[src/rtl/mmio_port_bank_if.sv]
// Data-bus connection between the core (master) and mmio_port_bank (slave).
// The core drives the address and strobes; the bank returns registered load data and a combinational window hit.
interface mmio_port_bank_if;
    logic [31:0] address;
    logic [31:0] writeData;
    logic [3:0]  byteEnable;
    logic        writeEnable;
    logic        readEnable;
    logic [31:0] readData;
    logic        readValid;
    logic        addressHit;

    modport master (
        output address, writeData, byteEnable, writeEnable, readEnable,
        input  readData, readValid, addressHit
    );

    modport slave (
        input  address, writeData, byteEnable, writeEnable, readEnable,
        output readData, readValid, addressHit
    );
endinterface

[src/rtl/mmio_port_bank.sv]
// Memory-mapped bank of NUM_PORTS 32-bit I/O ports with direction registers and synchronised inputs.
// Define MMIO_PORT_BANK_CHANGE_IRQ_EN to build the sticky change flags, irq mask and changeIrq output.
module mmio_port_bank #(
    parameter int unsigned NUM_PORTS   = 8,
    parameter logic [31:0] BASE_ADDR   = 32'hFFFFFF00,
    parameter int unsigned SYNC_STAGES = 2
) (
    input  logic                    clock,
    input  logic                    reset,
    mmio_port_bank_if.slave         bus,
    input  logic [NUM_PORTS*32-1:0] portInput,
    output logic [NUM_PORTS*32-1:0] portOutput,
    output logic [NUM_PORTS*32-1:0] portDirection,
    output logic                    changeIrq
);
    localparam int unsigned WINDOW_WORDS = 2 * NUM_PORTS + 2;
    localparam logic [29:0] FLAG_OFF     = 30'(2 * NUM_PORTS);
    localparam logic [29:0] MASK_OFF     = 30'(2 * NUM_PORTS + 1);

    logic [31:0]             byte_off;
    logic [29:0]             word_off;
    logic                    hit;
    logic                    wr_hit;
    logic                    rd_hit;
    logic                    unused_addr_bits;
    logic [NUM_PORTS*32-1:0] sync_q [SYNC_STAGES];
    logic [NUM_PORTS*32-1:0] sync_out;
    logic [NUM_PORTS*32-1:0] out_q;
    logic [NUM_PORTS*32-1:0] dir_q;
    logic [31:0]             read_word;
    logic [31:0]             rd_data_q;
    logic                    rd_valid_q;

    // Addresses below the base wrap to huge offsets, so one compare covers both window edges.
    assign byte_off         = bus.address - BASE_ADDR;
    assign word_off         = byte_off[31:2];
    assign unused_addr_bits = ^byte_off[1:0];
    assign hit              = (word_off < 30'(WINDOW_WORDS));
    assign wr_hit           = bus.writeEnable & hit;
    assign rd_hit           = bus.readEnable & hit;

    assign bus.addressHit = hit;
    assign bus.readData   = rd_data_q;
    assign bus.readValid  = rd_valid_q;
    assign portOutput     = out_q;
    assign portDirection  = dir_q;
    assign sync_out       = sync_q[SYNC_STAGES-1];

    always_ff @(posedge clock or negedge reset) begin
        if (!reset) begin
            for (int s = 0; s < SYNC_STAGES; s++) begin
                sync_q[s] <= '0;
            end
        end else begin
            sync_q[0] <= portInput;
            for (int s = 1; s < SYNC_STAGES; s++) begin
                sync_q[s] <= sync_q[s-1];
            end
        end
    end

    always_ff @(posedge clock or negedge reset) begin
        if (!reset) begin
            out_q <= '0;
            dir_q <= '0;
        end else if (wr_hit) begin
            for (int i = 0; i < NUM_PORTS; i++) begin
                for (int k = 0; k < 4; k++) begin
                    if (bus.byteEnable[k]) begin
                        if (word_off == 30'(i)) begin
                            out_q[32*i+8*k +: 8] <= bus.writeData[8*k +: 8];
                        end
                        if (word_off == 30'(NUM_PORTS + i)) begin
                            dir_q[32*i+8*k +: 8] <= bus.writeData[8*k +: 8];
                        end
                    end
                end
            end
        end
    end

`ifdef MMIO_PORT_BANK_CHANGE_IRQ_EN
    localparam int unsigned WARM_CYCLES = SYNC_STAGES + 1;
    localparam int          CNT_W       = $clog2(WARM_CYCLES + 1);

    logic [CNT_W-1:0]        warm_cnt;
    logic                    warm_done;
    logic [NUM_PORTS*32-1:0] prev_sync;
    logic [NUM_PORTS-1:0]    flags_q;
    logic [NUM_PORTS-1:0]    mask_q;
    logic [NUM_PORTS-1:0]    set_bits;
    logic [NUM_PORTS-1:0]    flags_next;
    logic [NUM_PORTS-1:0]    mask_next;
    logic [31:0]             clear_word;
    logic [31:0]             mask_word;
    logic                    irq_q;
    logic                    unused_upper_bits;

    assign warm_done         = (warm_cnt == CNT_W'(WARM_CYCLES));
    assign unused_upper_bits = ^{clear_word, mask_word};

    // A new edge always beats a same-cycle write-1-to-clear.
    always_comb begin
        set_bits   = '0;
        clear_word = '0;
        mask_word  = 32'(mask_q);
        for (int i = 0; i < NUM_PORTS; i++) begin
            set_bits[i] = warm_done && (sync_out[32*i +: 32] != prev_sync[32*i +: 32]);
        end
        if (wr_hit) begin
            for (int k = 0; k < 4; k++) begin
                if (bus.byteEnable[k]) begin
                    if (word_off == FLAG_OFF) begin
                        clear_word[8*k +: 8] = bus.writeData[8*k +: 8];
                    end
                    if (word_off == MASK_OFF) begin
                        mask_word[8*k +: 8] = bus.writeData[8*k +: 8];
                    end
                end
            end
        end
        flags_next = (flags_q & ~clear_word[NUM_PORTS-1:0]) | set_bits;
        mask_next  = mask_word[NUM_PORTS-1:0];
    end

    always_ff @(posedge clock or negedge reset) begin
        if (!reset) begin
            warm_cnt  <= '0;
            prev_sync <= '0;
            flags_q   <= '0;
            mask_q    <= '0;
            irq_q     <= 1'b0;
        end else begin
            if (!warm_done) begin
                warm_cnt <= warm_cnt + 1'b1;
            end
            prev_sync <= sync_out;
            flags_q   <= flags_next;
            mask_q    <= mask_next;
            irq_q     <= |(flags_q & mask_q);
        end
    end

    assign changeIrq = irq_q;
`else
    assign changeIrq = 1'b0;
`endif

    // Flag and mask offsets still hit without the irq feature; they simply read as zero.
    always_comb begin
        read_word = '0;
        for (int i = 0; i < NUM_PORTS; i++) begin
            if (word_off == 30'(i)) begin
                read_word = sync_out[32*i +: 32];
            end
            if (word_off == 30'(NUM_PORTS + i)) begin
                read_word = dir_q[32*i +: 32];
            end
        end
`ifdef MMIO_PORT_BANK_CHANGE_IRQ_EN
        if (word_off == FLAG_OFF) begin
            read_word = 32'(flags_q);
        end
        if (word_off == MASK_OFF) begin
            read_word = 32'(mask_q);
        end
`endif
    end

    always_ff @(posedge clock or negedge reset) begin
        if (!reset) begin
            rd_data_q  <= '0;
            rd_valid_q <= 1'b0;
        end else begin
            rd_valid_q <= rd_hit;
            if (rd_hit) begin
                rd_data_q <= read_word;
            end
        end
    end

    always @(posedge clock) begin
        assert (BASE_ADDR[1:0] == 2'b00)
            else $error("mmio_port_bank: BASE_ADDR must be 4-byte aligned");
        assert (NUM_PORTS >= 1 && NUM_PORTS <= 32)
            else $error("mmio_port_bank: NUM_PORTS must be 1..32");
        assert (SYNC_STAGES >= 2)
            else $error("mmio_port_bank: SYNC_STAGES must be at least 2");
        assert (({1'b0, BASE_ADDR} + 33'(WINDOW_WORDS * 4)) <= 33'h1_0000_0000)
            else $error("mmio_port_bank: address window wraps past 32'hFFFFFFFF");
    end
endmodule

[src/flat_wrapper.sv]
// flat-port wrapper written by rule: the top's interface ports become plain ports
module mmio_port_bank_flat 
#(
    parameter int unsigned NUM_PORTS   = 8,
    parameter logic [31:0] BASE_ADDR   = 32'hFFFFFF00,
    parameter int unsigned SYNC_STAGES = 2
)
  (clock, reset, portInput, portOutput, portDirection, changeIrq, bus_address, bus_writeData, bus_byteEnable, bus_writeEnable, bus_readEnable, bus_readData, bus_readValid, bus_addressHit);
  mmio_port_bank_if bus_i ();
  input  logic clock;
  input  logic reset;
  input  logic [NUM_PORTS*32-1:0] portInput;
  output logic [NUM_PORTS*32-1:0] portOutput;
  output logic [NUM_PORTS*32-1:0] portDirection;
  output logic changeIrq;
  input wire logic [$bits(bus_i.address)-1:0] bus_address;
  input wire logic [$bits(bus_i.writeData)-1:0] bus_writeData;
  input wire logic [$bits(bus_i.byteEnable)-1:0] bus_byteEnable;
  input wire logic [$bits(bus_i.writeEnable)-1:0] bus_writeEnable;
  input wire logic [$bits(bus_i.readEnable)-1:0] bus_readEnable;
  output wire logic [$bits(bus_i.readData)-1:0] bus_readData;
  output wire logic [$bits(bus_i.readValid)-1:0] bus_readValid;
  output wire logic [$bits(bus_i.addressHit)-1:0] bus_addressHit;
  assign bus_i.address = bus_address;
  assign bus_i.writeData = bus_writeData;
  assign bus_i.byteEnable = bus_byteEnable;
  assign bus_i.writeEnable = bus_writeEnable;
  assign bus_i.readEnable = bus_readEnable;
  assign bus_readData = bus_i.readData;
  assign bus_readValid = bus_i.readValid;
  assign bus_addressHit = bus_i.addressHit;
  mmio_port_bank #(.NUM_PORTS(NUM_PORTS), .BASE_ADDR(BASE_ADDR), .SYNC_STAGES(SYNC_STAGES)) u_core (.clock(clock), .reset(reset), .bus(bus_i), .portInput(portInput), .portOutput(portOutput), .portDirection(portDirection), .changeIrq(changeIrq));
endmodule
[config.mk]
export PLATFORM = sky130hd
export DESIGN_NAME = mmio_port_bank_flat
export DESIGN_NICKNAME = d
export VERILOG_FILES = /design/src/rtl/mmio_port_bank_if.sv /design/src/rtl/mmio_port_bank.sv /design/src/flat_wrapper.sv
export SDC_FILE = /design/constraint.sdc
export NUM_CORES = 1
export LEC_CHECK = 0
export CORE_AREA = 2 2 345 347
export CTS_BUF_LIST = sky130_fd_sc_hd__clkbuf_16
export CTS_CLUSTER_SIZE = 30
export DETAILED_ROUTE_END_ITERATION = 10
export DIE_AREA = 0 0 347 349
export SLEW_MARGIN = 20
export SYNTH_ARGS = -nofsm -noshare
export SYNTH_HDL_FRONTEND = slang
export SYNTH_SLANG_ARGS = --single-unit
[constraint.sdc]
create_clock -name clock -period 2.6 [get_ports clock]
set_input_delay 0.52 -clock clock [delete_from_list [all_inputs] [get_ports clock]]
set_output_delay 0.52 -clock clock [all_outputs]
set_load 0.02 [all_outputs]
==> flow_metrics.tcl <==
set metrics [dict create \
    p_leak_nw 26.5 \
    fin_tns_setup_ns -131.01 \
    synth_edf_count 0 \
    layout_common_cells "dfrtp_1, clkdlybuf4s50_1, mux2_4" \
    syn_avg_cell_area_um2 15.4 \
    startpoint "bus_address[18]" \
    slew_headroom 0.324 \
    die_y_um 349 \
    max_cap_viol_count 0 \
    finClkSkew_ns 0.0264 \
    fillers 9941 \
    wl_per_cell_um 30.7 \
    yosysTopAreaCell "dfrtp_1" \
    ys_ff_latch 1057 \
    vias 28268 \
    final_util 0.511 \
    netlist_area_um2 38300 \
    initial_core_util 0.326 \
    fin_nets 4144 \
    seq_area_um2 26500 \
    min_path_type "in -> reg" \
    violations "negative setup slack" \
    grt_pass1_wl_um 228000 \
    rr_startpoint "u_core.portDirection[21]$_DFFE_PN0P_" \
    worstPathArrival_ns 2.52 \
    syn_to_final_growth_pct 56.7 \
    tritoncts "built" \
    cts_made_buffers 110 \
    dp_hpwl_um 125000 \
    synthTopCellsByArea "dfrtp_1, mux2_2, mux2_1, mux2i_1, o22ai_1" \
    syn_nets 2821 \
    cts-root-buf "clkbuf_16" \
    hold_viol_final 0 \
    drv_slew 0 \
    async_flop_share 1.00 \
    gp_congestion 0.900 \
    worstPathMaxFanout 2 \
    ctsLongestPathBuffers 3 \
    criticalPathCategory "in -> out" \
    period_minus_slack_ns 3.04 \
    finalCritPeriodShare 1.17 \
    fin_ws_ns -0.444 \
    worst_pin_slew_ns 1.01 \
    antenna_found_initial 41 \
    synth_cells 2493 \
    outcome "complete, but fails checks" \
    dr.pass1.iters 4 \
    layout-drive-gt1-share 0.333 \
    grt_overflow 0 \
    h-tree-depth 3 \
    drtIter0Drc 2109 \
    rrSetupSlack_ns 0.54 \
    route.detailed.drc 0 \
    yosysUniqueCellTypes 77 \
    critPathLaunchType "primary input" \
    die_x_um 347 \
    io_pins 875 \
    routed_wl_um 168000 \
    synth_top_area_frac 0.691 \
    first_global_vias 29174 \
    rsz0062_at_grt "yes" \
    vias_per_cell 5.18 \
    grtUsageTotal 0.267 \
    setup_violations 545 \
    required_ns 2.08 \
    crit_path_end_kind "output port" \
    grt_max_degree 98 \
    clk-insertion-delay-late_ns 0.70 \
    path_clk_slew_ns 0.06 \
    io_buffer_count 871 \
    multi_input_area_um2 13800 \
    ys_warn_count 0 \
    fmax_mhz 329 \
    mostFrequentLayoutCell "dfrtp_1" \
    yosysSeqAreaShare 0.691 \
    powerDensity_nw_per_um2 568 \
    cts.sinks 1057 \
    ys.flop_type "dfrtp_1" \
    drtAntennaViolNets 0 \
    vdd_ir_drop_max_v 0.000532 \
    placementRows 126 \
    min_from "portInput[42]" \
    core_area_um2 117000 \
    dieArea_um2 121000 \
]
==> flip-flops by register name, summed over array words and instances, names as in the netlist <==
register              flops
u_core.bus.readData      32
u_core.bus.readValid      1
u_core.portDirection    256
u_core.portOutput       256
u_core.sync_out         256
u_core.sync_q           256
==> per-layer routing <==
metal	share of wire	vias to the layer above	track usage	routed length (um)
met5	0.0011	-	0	178
met4	0.035	28	0.0889	5910
met3	0.083	264	0.0753	13900
met2	0.47	1210	0.429	79300
met1	0.41	15012	0.348	68300
li1	-	11754	-	-
==> Yosys cell counts (4+ instances only) <==
master	count
dfrtp_1	1057
mux2_2	336
mux2_1	187
clkbuf_1	81
mux2i_1	74
nand2_1	67
nor2_1	65
o22ai_1	60
nand3_1	51
buf_1	44
a22oi_1	40
nor3_1	37
nor2_2	35
a221oi_1	30
and3_1	26
a21oi_1	24
a311oi_1	24
o221ai_1	24
o32ai_1	22
a22o_1	20
nor2_4	20
or3_1	14
nor4_1	12
o21ai_0	11
buf_2	8
nand4_1	8
nand2b_1	6
or4_1	6
a211oi_1	5
buf_4	5
a41oi_1	4
and2_1	4
inv_1	4
nand3_2	4
nor3_4	4
nor4_2	4
o221a_2	4
==> cell type report <==
class	count	share of cell area
multi-input cells	1291	0.230
well taps	1536	0.0320
repair buffers	1350	0.238
inverters	6	0.000375
clock buffers	114	0.0475
diodes	13	0.000542
flip-flops and latches	1057	0.441
clock inverters	90	0.0107
==> cells by family after synthesis <==
kind of cell	Yosys count	synth area share
buffers and inverters	145	0.0152
muxes	598	0.174
xor gates and xnor gates	5	0.00114
other	1	0.0000979
DFF	1057	0.691
AOI/OAI and AO/OA	301	0.0604
and+or+nand+nor	386	0.0587
==> worst paths after layout <==
path,to,cells after the start
max,bus_addressHit,9
min,u_core.sync_q[298]$_DFF_PN0_,1
max reg2reg,u_core.bus.readData[21]$_DFFE_PN0P_,7
min reg2reg,u_core.sync_out[183]$_DFF_PN0_,0
max in group asynchronous,u_core.sync_q[418]$_DFF_PN0_,4
min in group asynchronous,u_core.portOutput[26]$_DFFE_PN0P_,2
==> timing repair <==
action,4_1_cts,5_1_grt
cloned,2,5
hold endpoints to repair,31,0
pin swaps,34,76
setup buffers,14,27
resized for setup,180,315
endpoints found under the setup margin,546,545
hold buffers,1,0
==> critical path, cell delays in order <==
cell and delay [ns]:
buf_6 0.07, nand3_2 0.08, or4_4 0.52, o32a_1 0.34, a22oi_2 0.34, and4_4 0.31, buf_6 0.10, buf_6 0.10
buf_12 0.12
==> stage by stage <==
| stage | power [W] | std cells | instance area [um2] | hold slack, ns | setup slack (ns) |
|---|---|---|---|---|---|
| 4_1_cts | 0.0344 | 5421 | 58300 | 0.200 | -0.513 |
| 5_1_grt | 0.0352 | 5454 | 60000 | 0.220 | -0.460 |
| 3_5_place_dp | 0.0190 | 5206 | 54200 | 0.335 | -1.54 |
| 6_report | 0.0341 | 5457 | 60000 | 0.248 | -0.444 |
| 2_1_floorplan | 0.0175 | 2493 | 39300 | 0.224 | -0.536 |
| 3_3_place_gp | 0.0190 | 5206 | 54200 | 0.333 | -1.54 |
==> power by group <==
part	internal (W)	total, W	switching, W
Clock	0.00870	0.0154	0.00666
Combinational	0.000750	0.00173	0.000980
Sequential	0.0169	0.0170	0.000148
Total	0.0263	0.0341	0.00779
No activity file was read; power rests on OpenSTA's default activity.
